### src/rtl/mc_controller.sv
// Multi-cycle RV32I control FSM: sequences fetch/decode/execute/memory/writeback, one state per cycle.
// Memory states hold on mem_req until mem_ready; a bounded wait escalates to a sticky FAULT.
module mc_controller #(
    parameter int MEM_TIMEOUT = 16,
    parameter int CNT_W       = 32
) (
    input  logic             clk,
    input  logic             reset,
    input  logic [6:0]       op,
    input  logic [2:0]       funct3,
    input  logic             funct7b5,
    input  logic             Zero,
    input  logic             ALUbit31,
    input  logic             mem_ready,
    output logic             mem_req,
    output logic             MemWrite,
    output logic             AdrSrc,
    output logic             IRWrite,
    output logic             PCWrite,
    output logic             RegWrite,
    output logic [1:0]       ResultSrc,
    output logic [1:0]       ALUSrcA,
    output logic [1:0]       ALUSrcB,
    output logic [2:0]       ALUControl,
    output logic [1:0]       ImmSrc,
    output logic             fault,
    output logic [3:0]       state,
    output logic [CNT_W-1:0] instret
);
    typedef enum logic [3:0] {
        S_FETCH    = 4'd0,
        S_DECODE   = 4'd1,
        S_MEMADR   = 4'd2,
        S_MEMREAD  = 4'd3,
        S_MEMWB    = 4'd4,
        S_MEMWRITE = 4'd5,
        S_EXECR    = 4'd6,
        S_EXECI    = 4'd7,
        S_ALUWB    = 4'd8,
        S_BRANCH   = 4'd9,
        S_JAL      = 4'd10,
        S_JALR     = 4'd11,
        S_FAULT    = 4'd12
    } state_t;

    localparam logic [6:0] OP_LW   = 7'b0000011;
    localparam logic [6:0] OP_SW   = 7'b0100011;
    localparam logic [6:0] OP_JALR = 7'b1100111;
    localparam logic [6:0] OP_R    = 7'b0110011;
    localparam logic [6:0] OP_I    = 7'b0010011;
    localparam logic [6:0] OP_B    = 7'b1100011;
    localparam logic [6:0] OP_JAL  = 7'b1101111;

    localparam logic [2:0] ALU_ADD = 3'b000;
    localparam logic [2:0] ALU_SUB = 3'b001;
    localparam logic [2:0] ALU_AND = 3'b010;
    localparam logic [2:0] ALU_OR  = 3'b011;
    localparam logic [2:0] ALU_SLT = 3'b101;

    localparam int WAIT_W = (MEM_TIMEOUT > 1) ? $clog2(MEM_TIMEOUT) : 1;
    localparam logic [WAIT_W-1:0] WAIT_LAST = WAIT_W'(MEM_TIMEOUT - 1);

    state_t             state_q, state_d;
    logic [WAIT_W-1:0]  wait_q, wait_d;
    logic [CNT_W-1:0]   instret_q, instret_d;
    logic               req_c, mem_write_c, ir_write_c, pc_write_c, reg_write_c;
    logic               retire_c, br_taken;

    function automatic logic [2:0] alu_dec(input logic [2:0] f3, input logic use_sub);
        case (f3)
            3'b000:  return use_sub ? ALU_SUB : ALU_ADD;
            3'b010:  return ALU_SLT;
            3'b110:  return ALU_OR;
            3'b111:  return ALU_AND;
            default: return ALU_ADD;
        endcase
    endfunction

    always_comb begin
        case (funct3)
            3'b000:  br_taken = Zero;
            3'b001:  br_taken = !Zero;
            3'b100:  br_taken = ALUbit31;
            3'b101:  br_taken = !ALUbit31;
            default: br_taken = 1'b0;
        endcase
    end

    always_comb begin
        case (op)
            OP_SW:   ImmSrc = 2'b01;
            OP_B:    ImmSrc = 2'b10;
            OP_JAL:  ImmSrc = 2'b11;
            default: ImmSrc = 2'b00;
        endcase
    end

    always_comb begin
        state_d     = state_q;
        req_c       = 1'b0;
        mem_write_c = 1'b0;
        ir_write_c  = 1'b0;
        pc_write_c  = 1'b0;
        reg_write_c = 1'b0;
        retire_c    = 1'b0;
        AdrSrc      = 1'b0;
        ResultSrc   = 2'b00;
        ALUSrcA     = 2'b00;
        ALUSrcB     = 2'b00;
        ALUControl  = ALU_ADD;
        case (state_q)
            S_FETCH: begin
                req_c     = 1'b1;
                ALUSrcB   = 2'b10;
                ResultSrc = 2'b10;
                if (mem_ready) begin
                    ir_write_c = 1'b1;
                    pc_write_c = 1'b1;
                    state_d    = S_DECODE;
                end
            end
            S_DECODE: begin
                ALUSrcA = 2'b01;
                ALUSrcB = 2'b01;
                case (op)
                    OP_LW, OP_SW, OP_JALR: state_d = S_MEMADR;
                    OP_R:                  state_d = S_EXECR;
                    OP_I:                  state_d = S_EXECI;
                    OP_B:                  state_d = S_BRANCH;
                    OP_JAL:                state_d = S_JAL;
                    default:               state_d = S_FAULT;
                endcase
            end
            S_MEMADR: begin
                ALUSrcA = 2'b10;
                ALUSrcB = 2'b01;
                case (op)
                    OP_LW:   state_d = S_MEMREAD;
                    OP_SW:   state_d = S_MEMWRITE;
                    OP_JALR: state_d = S_JALR;
                    default: state_d = S_FAULT;
                endcase
            end
            S_MEMREAD: begin
                req_c  = 1'b1;
                AdrSrc = 1'b1;
                if (mem_ready) state_d = S_MEMWB;
            end
            S_MEMWB: begin
                ResultSrc   = 2'b01;
                reg_write_c = 1'b1;
                retire_c    = 1'b1;
                state_d     = S_FETCH;
            end
            S_MEMWRITE: begin
                req_c       = 1'b1;
                mem_write_c = 1'b1;
                AdrSrc      = 1'b1;
                if (mem_ready) begin
                    retire_c = 1'b1;
                    state_d  = S_FETCH;
                end
            end
            S_EXECR: begin
                ALUSrcA    = 2'b10;
                ALUControl = alu_dec(funct3, funct7b5);
                state_d    = S_ALUWB;
            end
            S_EXECI: begin
                ALUSrcA    = 2'b10;
                ALUSrcB    = 2'b01;
                ALUControl = alu_dec(funct3, 1'b0);
                state_d    = S_ALUWB;
            end
            S_ALUWB: begin
                reg_write_c = 1'b1;
                retire_c    = 1'b1;
                state_d     = S_FETCH;
            end
            S_BRANCH: begin
                ALUSrcA    = 2'b10;
                ALUControl = ALU_SUB;
                pc_write_c = br_taken;
                retire_c   = 1'b1;
                state_d    = S_FETCH;
            end
            // Jumps: PC takes the target already in ALUOut while ALUOut captures OldPC+4 for rd.
            S_JAL, S_JALR: begin
                pc_write_c = 1'b1;
                ALUSrcA    = 2'b01;
                ALUSrcB    = 2'b10;
                state_d    = S_ALUWB;
            end
            default: state_d = S_FAULT;
        endcase

        // A ready on the last allowed cycle is honoured above; only a miss escalates.
        if (req_c && !mem_ready && (wait_q == WAIT_LAST)) state_d = S_FAULT;

        if (state_d != state_q)        wait_d = '0;
        else if (req_c && !mem_ready)  wait_d = wait_q + 1'b1;
        else                           wait_d = wait_q;

        instret_d = retire_c ? instret_q + 1'b1 : instret_q;
    end

    always_ff @(posedge clk) begin
        if (reset) begin
            state_q   <= S_FETCH;
            wait_q    <= '0;
            instret_q <= '0;
        end else begin
            state_q   <= state_d;
            wait_q    <= wait_d;
            instret_q <= instret_d;
        end
    end

    assign mem_req  = req_c       & ~reset;
    assign MemWrite = mem_write_c & ~reset;
    assign IRWrite  = ir_write_c  & ~reset;
    assign PCWrite  = pc_write_c  & ~reset;
    assign RegWrite = reg_write_c & ~reset;
    assign fault    = (state_q == S_FAULT);
    assign state    = state_q;
    assign instret  = instret_q;
endmodule

### config.mk
export PLATFORM = sky130hd
export DESIGN_NAME = mc_controller
export DESIGN_NICKNAME = d
export VERILOG_FILES = /design/src/rtl/mc_controller.sv
export SDC_FILE = /design/constraint.sdc
export NUM_CORES = 1
export LEC_CHECK = 0
export CORE_MARGIN = 2
export CORE_UTILIZATION = 40
export CTS_CLUSTER_DIAMETER = 60
export CTS_CLUSTER_SIZE = 30
export DETAILED_ROUTE_END_ITERATION = 7
export GPL_TIMING_DRIVEN = 0
export PLACE_DENSITY = 0.69
export SETUP_SLACK_MARGIN = 0.5
export SLEW_MARGIN = 25
export SYNTH_ARGS = -nofsm -noshare
export SYNTH_HDL_FRONTEND = slang
export SYNTH_SLANG_ARGS = --single-unit
### constraint.sdc
create_clock -name clk -period 4.15 [get_ports clk]
set_input_delay 0.83 -clock clk [delete_from_list [all_inputs] [get_ports clk]]
set_output_delay 0.83 -clock clk [all_outputs]
set_load 0.02 [all_outputs]
==> qor.yml <==
leakage_nw: 1.159
r2r_setup_slack_ns: 1.94
clk_latency_ns: 0.29
critPathKind: "primary input to output port"
drive_gt1_share_pct: 11.66
viasPerCell: 5.305
status: "finished clean"
post-route-min-period_ns: 3.426
maxCapViolations: 0
globalRouteOverflowTotal: 0
critPathLaunch: "reset"
slew_violations: 0
grt_max_degree: 13
cts_tree: "yes"
synth_fa_ha_area_share_pct: 0.9728
finalWirelength_um: 6278
root_buffer: "clkbuf_8"
yosys_warnings: 0
finalSetupViolations: 0
routedWlPerCell_um: 13.56
critPathBufInv: 3
hold_viol: 0
fin_cells: 463
power_uw: 816.3
skew_ns: 0.009166
via_count: 2456
rsz0062_at_grt: "no"
dp_hpwl_um: 4783
grt_pass1_wl_um: 11210
synth-edff-count: 0
grt_antenna_before_repair: 0
holdBufCountCts: 0
drtIter0Drc: 95
async_flop_share_pct: 0
grt_pass1_vias: 2372
synth_xor_area_share_pct: 11.92
synth_cell_type_count: 55
portBuffers: 68
nets: 403
path_depth: 4
power_density_mw_per_mm2: 236.6
synth.avg_cell_area_um2: 8.298
area_delta_synth_final_pct: 34.14
start_util_pct: 40.98
cts_buffer_depth: 2
syn-instance-count: 310
htreeDepth: 2
muxShareOfSynthArea_pct: 1.994
maxSlewHeadroom_pct: 55.72
path_max_fanout: 10
numCtsBuffers: 5
setup_tns_ns: 0
netlist_top_cells_area: "dfxtp_1 (31%), xnor2_1 (8.9%), nor2_1 (5.7%)"
ios: 70
row_count: 29
gp_congestion: 0.8696
fp.dieH_um: 84.20
die_w_um: 84.20
dp.cells: 455
cpMaxStageDelayCell: "clkdlybuf4s50_1"
worstMarginPinSlew_ns: 0.6642
fin_worst_hold_slack_ns: 0.5146
core_mm2: 0.006277
drt_first_pass_iters: 4
synth_commonest_cells: "dfxtp_1 (40), nor2_1 (39), xnor2_1 (26)"
dieArea_mm2: 0.007089
crit_top_cell: "clkdlybuf4s50_1"
synth_compound_area_share_pct: 10.75
cts_sinks: 40
r2r-start: "state[2]$_SDFF_PP0_"
final_area_mm2: 0.003451
rr_worst_depth: 7
placed_area_mm2: 0.003349
post-synth-top-count-cell: "dfxtp_1"
required_ns: 3.32
synth_top_family_by_area: "simple AND/OR/NAND/NOR gates"
r2r-end: "wait_q[0]$_SDFFE_PP0P_"
vdd_drop_max_v: 0.0001310
fillers: 589
synth.yosys.seq_area_share_pct: 31.13
endpoint_kind: "output port"
synth_top_area_share_pct: 31.13
yosysTopAreaCell: "dfxtp_1"
path_delay_family: "buffers and inverters"
cp-start-kind: "primary input"
synth-main-ff-cell: "dfxtp_1"
diodes: 0
cp-endpoint: "RegWrite"
drtAntennaViolNets: 0
syn_nets: 328
ys_ff_latch: 40
path_cells: "clkdlybuf4s50_1 > clkbuf_2 > a2111oi_0 > clkdlybuf4s50_1"
grtUsageTotal_pct: 18.68
slowest_delay_ns: 0.69
clk_pin_slew_ns: 0.08
hold_class: "flop to flop"
fmax_mhz: 291.9
synth_area_mm2: 0.002572
period_share_pct: 82.56
cp.arrival_ns: 2.60
drc_errors: 0
yosys.area_share.simple_pct: 37.69
## where the power goes
part / internal (mW) / leakage (nW) / switching, mW
logic: 0.0707 / 0.785 / 0.0810
clock network: 0.133 / 0.0510 / 0.136
registers: 0.388 / 0.323 / 0.00747
total: 0.592 / 1.16 / 0.225
## how the worst min path moves through the flow
| stage | startpoint | end | slack, ns | depth (start not counted) |
|---|---|---|---|---|
| floorplan | wait_q[1]$_SDFFE_PP0P_ | wait_q[1]$_SDFFE_PP0P_ | 0.51 | 2 |
| global placement | instret[10]$_SDFFE_PP0P_ | instret[10]$_SDFFE_PP0P_ | 0.50 | 2 |
| detailed placement | instret[10]$_SDFFE_PP0P_ | instret[10]$_SDFFE_PP0P_ | 0.51 | 2 |
| CTS | instret[10]$_SDFFE_PP0P_ | instret[10]$_SDFFE_PP0P_ | 0.52 | 2 |
| global route | instret[10]$_SDFFE_PP0P_ | instret[10]$_SDFFE_PP0P_ | 0.55 | 2 |
| finish | instret[10]$_SDFFE_PP0P_ | instret[10]$_SDFFE_PP0P_ | 0.51 | 2 |
## per-stage QoR
step                      utilization [%]  setup slack, ns
after floorplan                         -            1.220
after global placement              53.36           0.3634
after detailed placement            53.36           0.3665
after CTS                           54.85           0.5161
after global routing                54.97           0.5635
final                               54.97           0.7236
## sequential cells by signal (all words and copies together), names as in the netlist
signal   count
wait_q       4
state        4
instret     32
## cell type report
class / count / area, µm² / share of cell area (%)
timing repair buffer: 68 / 683.2 / 19.80
multi-input combinational: 238 / 1629 / 47.21
clock buffer: 6 / 82.58 / 2.393
buffer: 20 / 103.9 / 3.009
clock inverter: 2 / 10.01 / 0.2901
inverter: 12 / 45.04 / 1.305
tap: 77 / 96.34 / 2.792
sequential: 40 / 800.8 / 23.21
## logic make-up (layout without fill, tap and decap cells)
kind of cell,after synthesis,in the layout
XOR/XNOR,35,35
AND/OR/NAND/NOR,156,156
AO/OA/AOI/OAI,40,40
adder cells (fa/ha/maj),2,2
buffers and inverters,32,108
multiplexers,5,5
flip-flops,40,40
## worst register-to-register path: stages, from the launching register on
cell and delay [ns]:
dfxtp_1 0.37, buf_6 0.16, or4b_4 0.52, a41oi_1 0.27
a211oi_1 0.13, mux2i_1 0.16, o31a_1 0.32, nor3_1 0.20
## layer usage
metal | global-route usage [%] | wire length [µm] | share of wire, % | vias up
met5 | 0 | 0 | 0 | -
met4 | 4.985 | 57 | 0.91 | 0
met3 | 4.031 | 316 | 5.0 | 5
met2 | 28.86 | 2806 | 45 | 47
met1 | 26.46 | 3098 | 49 | 1153
li1 | - | - | - | 1251
## layout by cell type (no fill, tap or decap), types with 5 or more instances in the layout
master	instances
nand2b_1	6
nor4_2	11
or3_1	6
nor3_1	13
xnor2_1	26
nand3_1	10
nor2_1	39
clkdlybuf4s50_1	67
nand4_1	6
xor2_1	9
dfxtp_1	40
a21oi_1	13
buf_2	6
clkbuf_2	5
inv_1	11
nand2_1	20
nand3b_1	5
clkbuf_8	6
clkbuf_1	7
and4_1	5
## what timing repair did
| action | in CTS | in global routing |
|---|---|---|
| gates cloned | 0 | 0 |
| buffers inserted | 0 | 0 |
| resized for setup | 1 | 9 |
| endpoints found under the setup margin | 1 | 5 |
(Power assumes the default switching activity.)
